$ cat src/rtl/mem_arbiter.sv
// mem_arbiter: shares one memory port between instruction fetch (IF) and load/store (LS),
// one transaction at a time; misaligned LS accesses are answered locally with an error.
module mem_arbiter #(
  parameter int CPU_WIDTH  = 32,
  parameter int STARVE_MAX = 2
) (
  input  logic                 clk,
  input  logic                 rst_n,
  input  logic                 if_req_i,
  input  logic [CPU_WIDTH-1:0] if_addr_i,
  output logic                 if_gnt_o,
  output logic                 if_rvalid_o,
  output logic [CPU_WIDTH-1:0] if_rdata_o,
  input  logic                 ls_req_i,
  input  logic                 ls_we_i,
  input  logic [1:0]           ls_size_i,
  input  logic [CPU_WIDTH-1:0] ls_addr_i,
  input  logic [CPU_WIDTH-1:0] ls_wdata_i,
  output logic                 ls_gnt_o,
  output logic                 ls_rvalid_o,
  output logic [CPU_WIDTH-1:0] ls_rdata_o,
  output logic                 ls_err_o,
  output logic                 mem_req_o,
  output logic                 mem_we_o,
  output logic [3:0]           mem_be_o,
  output logic [CPU_WIDTH-1:0] mem_addr_o,
  output logic [CPU_WIDTH-1:0] mem_wdata_o,
  input  logic                 mem_gnt_i,
  input  logic                 mem_rvalid_i,
  input  logic [CPU_WIDTH-1:0] mem_rdata_i
);

  localparam int SW = (STARVE_MAX < 1) ? 1 : $clog2(STARVE_MAX + 1);
  localparam logic [SW-1:0] STARVE_LIM = SW'(STARVE_MAX);

  typedef enum logic [1:0] {
    IDLE = 2'd0,
    REQ  = 2'd1,
    RESP = 2'd2,
    ERR  = 2'd3
  } state_e;

  state_e               state_q, state_d;
  logic                 own_ls_q, own_ls_d;
  logic                 store_q, store_d;
  logic [SW-1:0]        starve_q, starve_d;
  logic                 mem_req_q, mem_req_d;
  logic                 mem_we_q, mem_we_d;
  logic [3:0]           mem_be_q, mem_be_d;
  logic [CPU_WIDTH-1:0] mem_addr_q, mem_addr_d;
  logic [CPU_WIDTH-1:0] mem_wdata_q, mem_wdata_d;

  logic                 sel_if_s, sel_ls_s;
  logic [SW-1:0]        starve_inc_s;
  logic [CPU_WIDTH-1:0] addr_sel_s;
  logic                 ls_misalign_s;
  logic [3:0]           ls_be_s;
  logic [CPU_WIDTH-1:0] ls_wdata_s;

  // Grant selection: LS wins unless IF has waited through STARVE_MAX LS grants
  always_comb begin
    sel_if_s = 1'b0;
    sel_ls_s = 1'b0;
    if ((state_q == IDLE) && rst_n) begin
      if (if_req_i && (!ls_req_i || (starve_q == STARVE_LIM))) begin
        sel_if_s = 1'b1;
      end else begin
        sel_ls_s = ls_req_i;
      end
    end else begin
      sel_if_s = 1'b0;
      sel_ls_s = 1'b0;
    end
    starve_inc_s = (starve_q == STARVE_LIM) ? starve_q : starve_q + SW'(1);
    addr_sel_s   = sel_if_s ? if_addr_i : ls_addr_i;
  end

  // LS access decode: byte lanes, store-data replication and alignment
  always_comb begin
    ls_misalign_s = 1'b0;
    ls_be_s       = 4'b1111;
    ls_wdata_s    = ls_wdata_i;
    case (ls_size_i)
      2'd0: begin
        ls_be_s    = 4'b0001 << addr_sel_s[1:0];
        ls_wdata_s = {4{ls_wdata_i[7:0]}};
      end
      2'd1: begin
        ls_misalign_s = addr_sel_s[0];
        ls_be_s       = 4'b0011 << {addr_sel_s[1], 1'b0};
        ls_wdata_s    = {2{ls_wdata_i[15:0]}};
      end
      default: begin
        ls_misalign_s = (addr_sel_s[1:0] != 2'b00);
      end
    endcase
  end

  // Next state, ownership, starvation count and memory request fields
  always_comb begin
    state_d     = state_q;
    own_ls_d    = own_ls_q;
    store_d     = store_q;
    starve_d    = starve_q;
    mem_req_d   = mem_req_q;
    mem_we_d    = mem_we_q;
    mem_be_d    = mem_be_q;
    mem_addr_d  = mem_addr_q;
    mem_wdata_d = mem_wdata_q;
    case (state_q)
      IDLE: begin
        if (sel_if_s) begin
          state_d     = REQ;
          own_ls_d    = 1'b0;
          store_d     = 1'b0;
          starve_d    = {SW{1'b0}};
          mem_req_d   = 1'b1;
          mem_we_d    = 1'b0;
          mem_be_d    = 4'b1111;
          mem_addr_d  = {addr_sel_s[CPU_WIDTH-1:2], 2'b00};
          mem_wdata_d = {CPU_WIDTH{1'b0}};
        end else if (sel_ls_s) begin
          own_ls_d = 1'b1;
          store_d  = ls_we_i;
          starve_d = if_req_i ? starve_inc_s : {SW{1'b0}};
          // Misaligned accesses skip memory entirely
          if (ls_misalign_s) begin
            state_d = ERR;
          end else begin
            state_d     = REQ;
            mem_req_d   = 1'b1;
            mem_we_d    = ls_we_i;
            mem_be_d    = ls_be_s;
            mem_addr_d  = {addr_sel_s[CPU_WIDTH-1:2], 2'b00};
            mem_wdata_d = ls_wdata_s;
          end
        end else begin
          state_d = IDLE;
        end
      end
      REQ: begin
        if (mem_gnt_i) begin
          state_d   = RESP;
          mem_req_d = 1'b0;
        end else begin
          state_d = REQ;
        end
      end
      RESP: begin
        if (mem_rvalid_i) begin
          state_d = IDLE;
        end else begin
          state_d = RESP;
        end
      end
      ERR:     state_d = IDLE;
      default: state_d = IDLE;
    endcase
  end

  // Response forwarding to the current owner
  always_comb begin
    if_rvalid_o = 1'b0;
    if_rdata_o  = {CPU_WIDTH{1'b0}};
    ls_rvalid_o = 1'b0;
    ls_rdata_o  = {CPU_WIDTH{1'b0}};
    ls_err_o    = 1'b0;
    case (state_q)
      RESP: begin
        if (mem_rvalid_i && own_ls_q) begin
          ls_rvalid_o = 1'b1;
          ls_rdata_o  = store_q ? {CPU_WIDTH{1'b0}} : mem_rdata_i;
        end else if (mem_rvalid_i) begin
          if_rvalid_o = 1'b1;
          if_rdata_o  = mem_rdata_i;
        end else begin
          ls_rvalid_o = 1'b0;
        end
      end
      ERR: begin
        ls_rvalid_o = 1'b1;
        ls_err_o    = 1'b1;
      end
      default: begin
        ls_err_o = 1'b0;
      end
    endcase
  end

  // State and memory-side registers
  always_ff @(posedge clk or negedge rst_n) begin
    if (!rst_n) begin
      state_q     <= IDLE;
      own_ls_q    <= 1'b0;
      store_q     <= 1'b0;
      starve_q    <= {SW{1'b0}};
      mem_req_q   <= 1'b0;
      mem_we_q    <= 1'b0;
      mem_be_q    <= 4'b0000;
      mem_addr_q  <= {CPU_WIDTH{1'b0}};
      mem_wdata_q <= {CPU_WIDTH{1'b0}};
    end else begin
      state_q     <= state_d;
      own_ls_q    <= own_ls_d;
      store_q     <= store_d;
      starve_q    <= starve_d;
      mem_req_q   <= mem_req_d;
      mem_we_q    <= mem_we_d;
      mem_be_q    <= mem_be_d;
      mem_addr_q  <= mem_addr_d;
      mem_wdata_q <= mem_wdata_d;
    end
  end

  assign if_gnt_o    = sel_if_s;
  assign ls_gnt_o    = sel_ls_s;
  assign mem_req_o   = mem_req_q;
  assign mem_we_o    = mem_we_q;
  assign mem_be_o    = mem_be_q;
  assign mem_addr_o  = mem_addr_q;
  assign mem_wdata_o = mem_wdata_q;

endmodule

$ cat config.mk
export PLATFORM = sky130hd
export DESIGN_NAME = mem_arbiter
export DESIGN_NICKNAME = d
export VERILOG_FILES = /design/src/rtl/mem_arbiter.sv
export SDC_FILE = /design/constraint.sdc
export NUM_CORES = 1
export LEC_CHECK = 0
export BUFFER_PORTS_ARGS = -buffer_cell sky130_fd_sc_hd__buf_2
export CELL_PAD_IN_SITES_DETAIL_PLACEMENT = 0
export CELL_PAD_IN_SITES_GLOBAL_PLACEMENT = 2
export CORE_MARGIN = 2
export CORE_UTILIZATION = 20
export DETAILED_ROUTE_END_ITERATION = 10
export PLACE_DENSITY = 0.78
export SYNTH_ARGS = -nofsm -noshare
export SYNTH_HDL_FRONTEND = slang
export SYNTH_SLANG_ARGS = --single-unit
$ cat constraint.sdc
create_clock -name clk -period 1.65 [get_ports clk]
set_input_delay 0.2475 -clock clk [delete_from_list [all_inputs] [get_ports clk]]
set_output_delay 0.2475 -clock clk [all_outputs]
set_load 0.02 [all_outputs]
==> qor.csv, run 1 <==
metric,value,unit
rsz0062_at_grt,yes,
ant_nets,0,
die_h,148,µm
path_clk_slew,0.06,ns
hold_viol_final,0,
grt_use_total,14.8,%
setup_viol,133,
layout-drive-gt1-share,56.1,%
die_width,148,µm
whs,0.122,ns
yosysUniqueCellTypes,43,
p_int,6.32,mW
die_area,21800,µm²
ys_seq_area_share,44.9,%
clk_latency,0.34,ns
cp.arrival,1.63,ns
fmax,534,MHz
place_hpwl,11.9,mm
syn_area,4130,µm²
hold_class,input port to async pin,
start_util,20.4,%
powerDensity,1450,nW/µm²
slew_viol_final,0,
fin_ws,-0.224,ns
critical_path_class,flop to output port,
slew_headroom,51.2,%
setup_tns,-20.97,ns
cts_max_level,3,
ir_worst_vdd,0.667,mV
cts_root_buf,clkbuf_16,
cp_max_fo,16,
first_pass_iters,4,
cts.path.max_buffers,2,
cts.sinks,74,
cellLeakagePower,3.72,nW
end_kind,output port,
grt_pass1_wl,25.2,mm
p_sw,4.26,mW
p_seq_share,30.2,%
syn_to_final_growth,77.1,%
std_cell_rows,52,
vias_per_cell,4.34,
fin_util,36.1,%
drc_errors,0,
worst_slew_pin_slew,0.727,ns
required,1.40,ns
ys_ff_latch,74,
synthCells,442,
outcome,"finished, violations left",
final.min_clock_period,1.87,ns
worst_setup_path_start_kind,flop,
violations,setup timing,
period_share,114,%
vias,4459,
cts_tree,built,
ios,276,
antenna_found_initial,1,
netSwitchingFraction,40.3,%
cts_buffers,9,
fin_worst_skew,0.00626,ns
synth_edf_count,0,
yosysMostFrequentCell,dfrtp_1,
r2r_slack,-0.21,ns
grt_max_degree,53,
drt-initial-drc-count,154,
numPortBuffers,273,
fillCellCount,2110,
core-area,20200,µm²
netlist_top_cells_count,"74 x dfrtp_1, 65 x nand2_1, 64 x and2_1",
pwr-share-comb,51.2,%
synth_area_leaders,"dfrtp_1 45%, and2_1 9.7%, nand2_1 5.9%",
wl,17.3,mm
postSynth.asyncResetShare,100,%
final_area,7310,µm²
drt-wirelength-per-cell,16.8,µm
synth.avg_cell_area,9.34,µm²
max_cap_violations,0,
dpl_cell_area,5990,µm²
synth_top_area_share,44.9,%
first_global_vias,4511,
overflow,0,
yosys_most_used_dff,dfrtp_1,
clkPwrFrac,18.6,%
synth_area_leader_cell,dfrtp_1,
yosysWarnings,0,
routabilityCongestion,0.783,
fin_nets,891,
-- sequential cells by signal, indices dropped and copies added, names as in the netlist --
name and cells:
mem_wdata_o 32, mem_addr_o 30, mem_be_o 4, starve_q 2, state_q 2, mem_req_o 1
mem_we_o 1, own_ls_q 1, store_q 1
-- per-stage QoR --
step / std cells / total power, mW / setup WS [ns]
after CTS: 1016 / 10.4 / -0.217
after floorplan: 443 / 5.94 / 0.0295
after global routing: 1027 / 11.3 / -0.296
after global placement: 983 / 7.79 / -0.0625
after detailed placement: 983 / 7.82 / -0.0709
final: 1028 / 10.6 / -0.224
-- power by group through the flow --
stage,logic [mW],clock network [mW],registers (mW)
floorplan,1.82,0,4.12
global placement,4.58,0,3.21
detailed placement,4.63,0,3.19
CTS,5.16,2.04,3.19
global route,5.85,2.11,3.30
finish,5.43,1.97,3.19
-- final cells by class --
type | count | area, µm² | area share [%]
well taps | 270 | 338 | 4.62
repair buffers | 337 | 2520 | 34.5
diodes | 1 | 2.50 | 0.0342
inverters | 6 | 25.0 | 0.342
multi-input cells | 325 | 2270 | 31.1
clock inverters | 5 | 55.1 | 0.753
clock buffers | 10 | 239 | 3.27
flip-flops and latches | 74 | 1850 | 25.4
-- placed cells by master (no fill, tap or decap), drive strengths merged, types with 14 or more instances in the layout --
cell type    n
nand2       65
o21ai       18
buf        332
and2        64
clkbuf      14
nor2        22
a21oi       15
a221o       23
nand3       24
mux2i       21
dfrtp       74
and3        22
-- path summary, 6_finish.rpt --
| check | cells after the start | startpoint | endpoint |
|---|---|---|---|
| max reg2reg | 6 | state_q[0] | mem_addr_o[10] |
| min in group clk | 2 | ls_addr_i[29] | mem_addr_o[29] |
| min | 2 | rst_n | mem_be_o[3] |
| min reg2reg | 2 | mem_req_o | mem_req_o |
| max | 7 | state_q[0] | ls_rdata_o[4] |
| max in group asynchronous | 3 | rst_n | state_q[1] |
-- worst max-delay path, cell delays in order (launching register included) --
cell	delay (ns)
dfrtp_2	0.44
inv_2	0.09
nand2_4	0.06
nor3_4	0.14
buf_4	0.15
buf_12	0.12
and2_1	0.14
buf_4	0.14
-- cells by family (layout without fill, tap and decap cells) --
family	Yosys count	count (layout)	synth area share, %
xor+xnor	1	1	0.212
flops	74	74	44.9
fa+ha+maj	1	1	0.303
buf+inv	44	358	6.25
compound gates	83	83	15.2
simple gates	217	217	28.0
mux	21	21	5.09
other cells	1	3	0.0909
-- layer usage --
layer	share of wire (%)	wire length, µm	global-route usage [%]
met5	0	0	0
met3	6.3	1100	4.32
met1	44	7630	18.9
met2	48	8340	24.5
met4	1.4	245	3.89
-- what timing repair did --
action	in CTS	in global routing
cloned	4	4
pin swaps	11	13
setup buffers	13	9
endpoints found under the setup margin	98	140
resized for setup	155	60
endpoints found under the hold margin	22	0
hold buffers	1	0
Note: power is estimated with default switching activity, not from simulation.
==> run 2: changes to the inputs <==
ABC_AREA = 1   (was not set)
CORE_UTILIZATION = 19   (was 20)
PLACE_DENSITY = 0.8   (was 0.78)
==> run 2 against run 1 <==
Compared with the run above:
- the run still ends with setup timing left
- via count increased by 21%
- clock skew about the same
- register-to-register slack got worse by 0.07 ns
- clock power increased by 10%
- utilization decreased by 0.49 points
- critical path depth unchanged
- sequential power about the same
- die area increased by 10%
- design area increased by 9.7%
- first-iteration DRC count increased by 77%
- flip-flop and latch count unchanged
- critical endpoint is now if_rdata_o[31]
==> qor.csv, run 2 <==
metric,value,unit,change
met3WireLength,1.31,mm,was 1.10 mm
grt_use_total,14.9,%,was 14.8%
core-area,22500,µm²,was 20200 µm²
cts_buffers,9,,unchanged
cp_max_fo,10,,was 16
fmax,515,MHz,was 534 MHz
outcome,"finished, violations left",,unchanged
wl,19.8,mm,was 17.3 mm
synth.avg_cell_area,6.65,µm²,was 9.34 µm²
fin_worst_skew,0.00652,ns,was 0.00626 ns
synth_top_area_share,42.7,%,was 44.9%
vias,5377,,was 4459
layout-drive-gt1-share,47.1,%,was 56.1%
met2_length,9.98,mm,was 8.34 mm
start_util,19.3,%,was 20.4%
first_global_vias,4974,,was 4511
postSynth.asyncResetShare,100,%,unchanged
grt_max_degree,41,,was 53
place_hpwl,13.3,mm,was 11.9 mm
cts.sinks,74,,unchanged
final.min_clock_period,1.94,ns,was 1.87 ns
cts_tree,built,,unchanged
rsz0062_at_grt,yes,,unchanged
vias_per_cell,4.26,,was 4.34
hold_viol_final,0,,unchanged
end_kind,output port,,unchanged
antenna_found_initial,6,,was 1
grt_pass1_wl,27.9,mm,was 25.2 mm
synth_edf_count,0,,unchanged
ys_seq_area_share,42.7,%,was 44.9%
netlist_top_cells_count,"271 x nand2_1, 76 x nand3_1, 74 x dfrtp_1",,"was 74 x dfrtp_1, 65 x nand2_1, 64 x and2_1"
ys_ff_latch,74,,unchanged
overflow,0,,unchanged
worst_setup_path_start_kind,flop,,unchanged
die_h,155,µm,was 148 µm
clk_latency,0.34,ns,about the same
pre_cts_ws,-0.138,ns,was -0.0709 ns
yosysMostFrequentCell,nand2_1,,was dfrtp_1
die_area,24000,µm²,was 21800 µm²
yosys_most_used_dff,dfrtp_1,,unchanged
powerDensity,1420,nW/µm²,was 1450 nW/µm²
largest_reg_flops,32,,unchanged
setup_viol,134,,was 133
final_area,8020,µm²,was 7310 µm²
fin_util,35.6,%,was 36.1%
drt-wirelength-per-cell,15.7,µm,was 16.8 µm
max_cap_violations,0,,unchanged
first_pass_iters,5,,was 4
total_power,11.4,mW,was 10.6 mW
cts_max_level,3,,unchanged
cts_root_buf,clkbuf_16,,unchanged
fillCellCount,2361,,was 2110
violations,setup timing,,unchanged
routabilityCongestion,0.782,,was 0.783
required,1.40,ns,about the same
fin_ws,-0.291,ns,was -0.224 ns
ios,276,,unchanged
numPortBuffers,273,,unchanged
ant_nets,0,,unchanged
fin_nets,1106,,was 891
syn_to_final_growth,85.0,%,was 77.1%
path_clk_slew,0.07,ns,was 0.06 ns
dpl_cell_area,6510,µm²,was 5990 µm²
synth_area_leader_cell,dfrtp_1,,unchanged
period_share,118,%,was 114%
drc_errors,0,,unchanged
std_cell_rows,55,,was 52
yosysUniqueCellTypes,29,,was 43
slew_viol_final,0,,unchanged
ir_worst_vdd,0.563,mV,was 0.667 mV
critical_path_class,flop to output port,,unchanged
hold_class,input port to async pin,,unchanged
wirelength_met1,8.18,mm,was 7.63 mm
slew_headroom,63.6,%,was 51.2%
synth_area_leaders,"dfrtp_1 43%, nand2_1 23%, nand3_1 8.8%",,"was dfrtp_1 45%, and2_1 9.7%, nand2_1 5.9%"
layout_common_cells,"264 x nand2_1, 209 x buf_2, 72 x dfrtp_1",,"was 204 x buf_2, 72 x dfrtp_1, 62 x nand2_1"
die_width,155,µm,was 148 µm
worst_slew_pin_slew,0.546,ns,was 0.727 ns
cellLeakagePower,4.40,nW,was 3.72 nW
synthCells,652,,was 442
yosysWarnings,0,,unchanged
drt-initial-drc-count,273,,was 154
cp.arrival,1.69,ns,was 1.63 ns
final_common_cell,nand2_1,,was buf_2
cts.path.max_buffers,2,,unchanged
syn_area,4330,µm²,was 4130 µm²
routed.top_layer,met5,,was met4
==> run 2: cell types whose count changed after synthesis, sizes merged, moves of 7 or more <==
cell	delta
and2	-64
a221o	-23
nand3	+53
mux2i	-21
nor3	+35
a21oi	-13
nor2	+35
a31oi	-9
a211oi	-7
inv	+48
clkbuf	+11
nand2	+208
and3	-22
==> run 2: area by class of cell <==
class	instances	area, µm²	area share, %
multi-input cells	481	2600	32.4
diodes	4	10.0	0.125
clock buffers	9	225	2.81
repair buffers	347	2660	33.1
well taps	285	357	4.45
clock inverters	7	100	1.25
flip-flops and latches	74	1850	23.1
inverters	55	216	2.70
==> run 2: cell families (layout without fill, tap and decap cells) <==
| family | count (synthesis) | after routing | share of synthesized area (%) |
|---|---|---|---|
| AO/OA/AOI/OAI | 29 | 29 | 3.96 |
| adder cells (fa/ha/maj) | 1 | 1 | 0.289 |
| buffers and inverters | 98 | 418 | 9.50 |
| flip-flops | 74 | 74 | 42.7 |
| other | 1 | 6 | 0.0865 |
| AND/OR/NAND/NOR | 449 | 449 | 43.4 |
==> run 2: path summary, 6_finish.rpt <==
| kind | endpoint | slack, ns | cells after the start | from |
|---|---|---|---|---|
| worst max-delay path | if_rdata_o[31] | -0.29 | 7 | state_q[0] |
| max in group asynchronous | mem_addr_o[3] | 0.71 | 3 | rst_n |
| worst max register to register | mem_wdata_o[9] | -0.28 | 14 | state_q[0] |
| min in group clk | mem_wdata_o[2] | 0.12 | 3 | ls_wdata_i[2] |
| worst min-delay path | mem_wdata_o[27] | 0.008 | 2 | rst_n |
| worst min register to register | mem_be_o[2] | 0.48 | 2 | mem_be_o[2] |
==> run 2: layer usage <==
metal	GRT usage, %	vias up
met2	24.5	210
met1	18.6	2467
met3	3.59	25
met4	6.13	4
met5	0	-
li1	-	2671
==> run 2: critical path, cell delays in order, from the launching register on <==
cell     delay [ns]
dfrtp_2        0.44
nor2_4         0.11
inv_4          0.07
nor3_4         0.18
inv_4          0.13
buf_12         0.18
nor2_2         0.09
buf_4          0.14
==> run 2: through the flow <==
stage / std cells / hold slack (ns) / TNS (ns)
after floorplan: 653 / -0.0481 / -2.49
after global routing: 1262 / 0.0348 / -38.77
final: 1262 / 0.00768 / -24.35
after global placement: 1205 / 0.0562 / -5.84
after detailed placement: 1205 / 0.0565 / -8.68
after CTS: 1242 / 0.0103 / -24.78
==> run 2: power breakdown <==
part / switching, mW / total [mW] / leakage, nW / internal, mW
Combinational: 3.64 / 6.03 / 3.31 / 2.38
Clock: 0.835 / 2.17 / 0.160 / 1.34
Sequential: 0.505 / 3.18 / 0.934 / 2.67
Total: 4.98 / 11.4 / 4.40 / 6.39
==> run 2: what timing repair did <==
item / in CTS / in global routing
hold buffers: 1 / 0
setup endpoints to repair: 135 / 139
gates cloned: 5 / 8
buffers inserted: 16 / 9
pin swaps: 8 / 7
resized for setup: 105 / 86
hold endpoints to repair: 1 / 0
